### config.mk
export PLATFORM = sky130hd
export DESIGN_NAME = fp_add_sub_pipe
export DESIGN_NICKNAME = d
export VERILOG_FILES = /design/src/rtl/fp_add_sub_pipe.sv
export SDC_FILE = /design/constraint.sdc
export NUM_CORES = 1
export LEC_CHECK = 0
export CAP_MARGIN = 20
export CORE_MARGIN = 3
export CORE_UTILIZATION = 43
export DETAILED_ROUTE_END_ITERATION = 7
export PLACE_DENSITY = 0.68
export REMOVE_ABC_BUFFERS = 1
export SYNTH_ARGS = -nofsm -noshare
export SYNTH_HDL_FRONTEND = slang
export SYNTH_SLANG_ARGS = --single-unit
### constraint.sdc
create_clock -name clk -period 11.2 [get_ports clk]
set_clock_uncertainty 0.2 [all_clocks]
set_input_delay 2.24 -clock clk [delete_from_list [all_inputs] [get_ports clk]]
set_output_delay 2.24 -clock clk [all_outputs]
set_load 0.05 [all_outputs]
### src/rtl/fp_add_sub_pipe.sv
// fp_add_sub_pipe: three-stage floating-point adder/subtractor (align, add, normalise/round).
// One global advance signal moves every stage together under valid/ready flow control.
module fp_add_sub_pipe #(
  parameter int EXP_W  = 8,
  parameter int MAN_W  = 23,
  parameter int RND_EN = 1
) (
  input  logic                 clk,
  input  logic                 rst,
  input  logic                 in_valid,
  output logic                 in_ready,
  input  logic [EXP_W+MAN_W:0] a,
  input  logic [EXP_W+MAN_W:0] b,
  input  logic                 sub,
  output logic                 out_valid,
  input  logic                 out_ready,
  output logic [EXP_W+MAN_W:0] result,
  output logic                 exception,
  output logic                 zero
);
  localparam int W   = 1 + EXP_W + MAN_W;
  localparam int FW  = MAN_W + 1;   // significand including hidden bit
  localparam int AW  = FW + 2;      // aligned small operand: significand, guard, round
  localparam int SW  = FW + 4;      // sum: carry, significand, guard, round, sticky
  localparam int NW  = SW - 1;
  localparam int EW  = EXP_W + 2;   // signed headroom for exp+1 and exp-lzc
  localparam int LZW = $clog2(NW + 1);
  localparam logic [EXP_W-1:0] SH_LIMIT = EXP_W'(AW);
  localparam logic [EW-1:0]    EXP_MAX  = EW'((1 << EXP_W) - 1);

  logic adv;

  // stage registers
  logic             s1_valid_q, s1_sign_q, s1_sub_q, s1_exc_q, s1_sticky_q;
  logic [EXP_W-1:0] s1_exp_q;
  logic [FW-1:0]    s1_sig_l_q;
  logic [AW-1:0]    s1_sig_s_q;
  logic             s2_valid_q, s2_sign_q, s2_exc_q;
  logic [EXP_W-1:0] s2_exp_q;
  logic [SW-1:0]    s2_sum_q;
  logic             out_valid_q, exc_q, zero_q;
  logic [W-1:0]     result_q;

  // next-state values
  logic             s1_sign_d, s1_sub_d, s1_exc_d, s1_sticky_d;
  logic [EXP_W-1:0] s1_exp_d;
  logic [FW-1:0]    s1_sig_l_d;
  logic [AW-1:0]    s1_sig_s_d;
  logic [SW-1:0]    s2_sum_d;
  logic [W-1:0]     result_d;
  logic             exc_d, zero_d;

  assign adv       = out_ready | ~out_valid_q;
  assign in_ready  = adv;
  assign out_valid = out_valid_q;
  assign result    = result_q;
  assign exception = exc_q;
  assign zero      = zero_q;

  // ---------------- stage 1: unpack, order by magnitude, align ----------------
  logic [EXP_W-1:0] exp_a, exp_b, exp_l, exp_s, exp_diff;
  logic [FW-1:0]    sig_a, sig_b, sig_l, sig_s;
  logic             sgn_a, sgn_b, swap;
  logic [2*AW-1:0]  shift_win;

  always_comb begin
    exp_a     = a[W-2:MAN_W];
    exp_b     = b[W-2:MAN_W];
    sig_a     = (exp_a == '0) ? '0 : {1'b1, a[MAN_W-1:0]};
    sig_b     = (exp_b == '0) ? '0 : {1'b1, b[MAN_W-1:0]};
    sgn_a     = a[W-1];
    sgn_b     = b[W-1] ^ sub;
    swap      = {exp_a, sig_a} < {exp_b, sig_b};
    exp_l     = swap ? exp_b : exp_a;
    exp_s     = swap ? exp_a : exp_b;
    sig_l     = swap ? sig_b : sig_a;
    sig_s     = swap ? sig_a : sig_b;
    exp_diff  = exp_l - exp_s;
    // lower half of the window collects every bit shifted past the round position
    shift_win = {sig_s, 2'b00, {AW{1'b0}}} >> exp_diff;

    s1_sign_d  = swap ? sgn_b : sgn_a;
    s1_sub_d   = sgn_a ^ sgn_b;
    s1_exc_d   = (&exp_a) | (&exp_b);
    s1_exp_d   = exp_l;
    s1_sig_l_d = sig_l;
    if (exp_diff >= SH_LIMIT) begin
      s1_sig_s_d  = '0;
      s1_sticky_d = |sig_s;
    end else begin
      s1_sig_s_d  = shift_win[2*AW-1:AW];
      s1_sticky_d = |shift_win[AW-1:0];
    end
  end

  // ---------------- stage 2: magnitude add / subtract ----------------
  logic [SW-1:0] op_l, op_s;

  always_comb begin
    op_l     = {1'b0, s1_sig_l_q, 3'b000};
    op_s     = {1'b0, s1_sig_s_q, s1_sticky_q};
    s2_sum_d = s1_sub_q ? (op_l - op_s) : (op_l + op_s);
  end

  // ---------------- stage 3: normalise, round, pack ----------------
  logic [LZW-1:0]   lzc;
  logic             lz_found;
  logic [NW-1:0]    norm;
  logic [EW-1:0]    exp_n, exp_f;
  logic [FW:0]      sig_r;
  logic [MAN_W-1:0] man_f;
  logic             rnd_inc, uflow, ovf, sum_zero;

  always_comb begin
    lzc      = LZW'(NW);
    lz_found = 1'b0;
    for (int i = NW - 1; i >= 0; i--) begin
      if (!lz_found && s2_sum_q[i]) begin
        lzc      = LZW'(NW - 1 - i);
        lz_found = 1'b1;
      end
    end

    if (s2_sum_q[SW-1]) begin
      norm  = {s2_sum_q[SW-1:2], s2_sum_q[1] | s2_sum_q[0]};
      exp_n = EW'(s2_exp_q) + EW'(1);
    end else begin
      norm  = s2_sum_q[NW-1:0] << lzc;
      exp_n = EW'(s2_exp_q) - EW'(lzc);
    end

    // norm = {significand, guard, round, sticky}
    rnd_inc = (RND_EN != 0) && norm[2] && (norm[1] || norm[0] || norm[3]);
    sig_r   = {1'b0, norm[NW-1:3]} + {{FW{1'b0}}, rnd_inc};
    if (sig_r[FW]) begin
      man_f = sig_r[MAN_W:1];
      exp_f = exp_n + EW'(1);
    end else begin
      man_f = sig_r[MAN_W-1:0];
      exp_f = exp_n;
    end

    sum_zero = (s2_sum_q == '0);
    uflow    = exp_n[EW-1] || (exp_n == '0);
    ovf      = !exp_f[EW-1] && (exp_f >= EXP_MAX);

    result_d = {s2_sign_q, exp_f[EXP_W-1:0], man_f};
    exc_d    = 1'b0;
    zero_d   = 1'b0;
    if (s2_exc_q || ovf) begin
      result_d = '1;
      exc_d    = 1'b1;
    end else if (sum_zero) begin
      result_d = '0;
      zero_d   = 1'b1;
    end else if (uflow) begin
      result_d = {s2_sign_q, {(W-1){1'b0}}};
      zero_d   = 1'b1;
    end
  end

  // ---------------- control and output registers ----------------
  always_ff @(posedge clk) begin
    if (rst) begin
      s1_valid_q  <= 1'b0;
      s2_valid_q  <= 1'b0;
      out_valid_q <= 1'b0;
      result_q    <= '0;
      exc_q       <= 1'b0;
      zero_q      <= 1'b0;
    end else if (adv) begin
      s1_valid_q  <= in_valid;
      s2_valid_q  <= s1_valid_q;
      out_valid_q <= s2_valid_q;
      result_q    <= s2_valid_q ? result_d : '0;
      exc_q       <= s2_valid_q & exc_d;
      zero_q      <= s2_valid_q & zero_d;
    end
  end

  // datapath registers need no reset: their contents are qualified by the valid bits
  always_ff @(posedge clk) begin
    if (adv) begin
      s1_sign_q   <= s1_sign_d;
      s1_sub_q    <= s1_sub_d;
      s1_exc_q    <= s1_exc_d;
      s1_exp_q    <= s1_exp_d;
      s1_sig_l_q  <= s1_sig_l_d;
      s1_sig_s_q  <= s1_sig_s_d;
      s1_sticky_q <= s1_sticky_d;
      s2_sign_q   <= s1_sign_q;
      s2_exc_q    <= s1_exc_q;
      s2_exp_q    <= s1_exp_q;
      s2_sum_q    <= s2_sum_d;
    end
  end

endmodule

==> impl_metrics.csv <==
group,metric,value,unit
logic_synthesis,synthArstFlopShare,0,
clock_network,cts.sinks,137,
global_route,grt_overflow_total,0,
placement,io_buffers,104,
critical_path,slowest_delay,680,ps
final_layout,fin_util,0.496,
detailed_routing,drc_errors,0,
global_route,grt_pass1_vias,12700,
final_layout,areaGrowthSynthToFinish,13.4,%
final_layout,final_cell_mix,"nand2_1 (189), nor2_1 (145), o21ai_0 (123), inv_1 (109), clkdlybuf4s50_1 (103)",
logic_synthesis,synth_area,13800,um2
pwr,combPwrFrac,0.505,
die,dieArea,34400,um2
sta,post-route-min-period,9110,ps
clock_network,cts_setup_buffers,0,
detailed_routing,ant_nets,0,
pwr,peakVddDrop,0.110,mV
sta,final_max_slew_viol_count,0,
logic_synthesis,synth-main-ff-cell,"edfxtp_1",
placement,hpwl,33600,um
pwr,internal-power,1.55,mW
min_path,hold_path.class,"reg2reg",
critical_path,start_kind,"input port",
global_route,met2_usage,0.420,
clock_network,cts_tree,"yes",
final_layout,antennaDiodeCount,0,
detailed_routing,wl_per_cell,20.1,um
status,status,"complete, no violations",
clock_network,clkLatencyLatePin,430,ps
clock_network,cts_buffer_depth,2,
sta,timing.fmax,110,MHz
critical_path,crit_path_max_fanout,27,
logic_synthesis,yosysWarnings,0,
clock_network,h-tree-depth,4,
global_route,grtUsageMet1,0.334,
sta,setup_viol,0,
pwr,leakagePower,6.27,nW
sta,max-slew-margin-rel,0.279,
final_layout,drive_above_1_share,0.0874,
pwr,power_frac_seq,0.288,
detailed_routing,drtIter0Drc,1162,
pwr,p_sw_frac,0.458,
critical_path,cpMaxStageDelayCell,"nand2_1",
clock_network,path_clk_slew,70,ps
final_layout,final_common_cell,"nand2_1",
clock_network,clockRootBuffer,"clkbuf_16",
clock_network,ctsResizeCount,0,
sta,fin_crit_sh,0.813,
detailed_routing,dr.pass1.iters,6,
critical_path,crit_arrival,9070,ps
pwr,pwr_density_cell,182,nW/um2
die,initial_core_util,0.437,
logic_synthesis,synth_cell_types,104,
clock_network,ctsHoldBuffers,0,
critical_path,critPathKind,"in2reg",
logic_synthesis,ys_seq_area_frac,0.270,
logic_synthesis,yosysTopAreaCell,"edfxtp_1",
global_route,track_usage,0.254,
sta,rsz0062_at_grt,"no",
logic_synthesis,syn_avg_cell_area,8.04,um2
sta,final_hold_viol_count,0,
detailed_routing,via_count,13300,
logic_synthesis,synth_area_leaders,"edfxtp_1 (22%), ha_1 (8.2%), mux2i_1 (6.4%)",
die,coreArea,31600,um2
logic_synthesis,synth_top_area_share,0.217,
die,die_x,185,um
final_layout,nNetsFinal,1923,
logic_synthesis,synth_cells,1721,
global_route,busiest_layer,"met2",
global_route,grt_max_degree,89,
pwr,power_frac_clock,0.208,
run,cap_violations,0,
critical_path,required,11170,ps
die,die_h,185,um
critical_path,critPathCaptureType,"flip-flop",
global_route,grt_pass1_wl,69400,um
detailed_routing,wirelength,43800,um
global_route,antenna_found_initial,0,
sta,holdWs,214,ps
logic_synthesis,synth_seq_cells,137,
clock_network,numCtsBuffers,17,
pwr,p_sw,1.31,mW
sta,worstMarginPinSlew,1070,ps
detailed_routing,vias_per_cell,6.12,
global_route,use_met3,0.0334,
logic_synthesis,synth-edff-count,100,
die,rows,65,
die,top_level_ports,105,
placement,gp_congestion,1.02,
-- state kept, by name, indices dropped and copies added (netlist names), 8 cells and up --
register and count:
s1_sig_s_q 26, s2_sum_q 28, s1_exp_q 8, s1_sig_l_q 24
s2_exp_q 8, result 32
-- synthesized netlist by cell type, types with 35 or more instances --
master,instances
a21oi_1,99
clkbuf_1,69
dfxtp_1,37
edfxtp_1,100
ha_1,91
inv_1,110
mux2i_1,89
nand2_1,189
nand3_1,61
nor2_1,145
nor3_1,35
o21ai_0,123
xnor2_1,50
-- worst paths after layout --
check / from / endpoint / slack (ps) / cells after the start
worst max-delay path: a[27] / s1_sticky_q / 2090 / 26
worst min-delay path: s1_exp_q[2] / s2_exp_q[2] / 210 / 0
worst max register to register: s2_sum_q[18] / result[30] / 3450 / 18
worst min register to register: s1_exp_q[2] / s2_exp_q[2] / 210 / 0
-- routing by layer --
metal  vias to the layer above  part of all wire
met4                         0             0.042
met3                       128             0.053
met5                         -                 0
met2                       509              0.46
met1                      6261              0.44
li1                       6422                 -
-- power groups by stage --
stage | sequential [mW] | clock, mW | combinational (mW)
2_1_floorplan | 0.775 | 0 | 1.00
3_3_place_gp | 0.827 | 0 | 1.41
3_5_place_dp | 0.826 | 0 | 1.41
4_1_cts | 0.816 | 0.605 | 1.42
5_1_grt | 0.832 | 0.625 | 1.57
6_report | 0.824 | 0.594 | 1.44
-- area by class of cell --
type                    count  area [um2]
multi-input cells        1366        9220
inverters                 116         438
fillers                  3040       15900
repair buffers            123        1180
well taps                 402         503
flip-flops and latches    137        3740
clock inverters            14         185
clock buffers              18         429
-- per-stage QoR --
| step | std cells | power [mW] | setup TNS (ps) | setup WS (ps) | cell area, um2 |
|---|---|---|---|---|---|
| global placement | 2144 | 2.24 | 0 | 1850 | 15100 |
| finish | 2176 | 2.86 | 0 | 2090 | 15700 |
| detailed placement | 2144 | 2.24 | 0 | 1720 | 15100 |
| floorplan | 1619 | 1.78 | -95140 | -3680 | 13400 |
| CTS | 2176 | 2.84 | 0 | 2160 | 15700 |
| global route | 2176 | 3.03 | 0 | 1510 | 15700 |
-- cells by family (layout without fill, tap and decap cells) --
kind of cell,count (synthesis),in the layout,synth area share
xor+xnor,66,66,0.0418
fa+ha+maj,93,93,0.0852
flops,137,137,0.270
buf+inv,218,271,0.0648
mux,109,109,0.0806
compound gates,506,506,0.248
simple gates,592,592,0.209
-- worst max-delay path, delay by kind of cell --
family | cells | cell delay, ps
compound gates | 11 | 2250
fa+ha+maj | 2 | 570
buf+inv | 4 | 1100
simple gates | 9 | 2850
(Power assumes the default switching activity.)
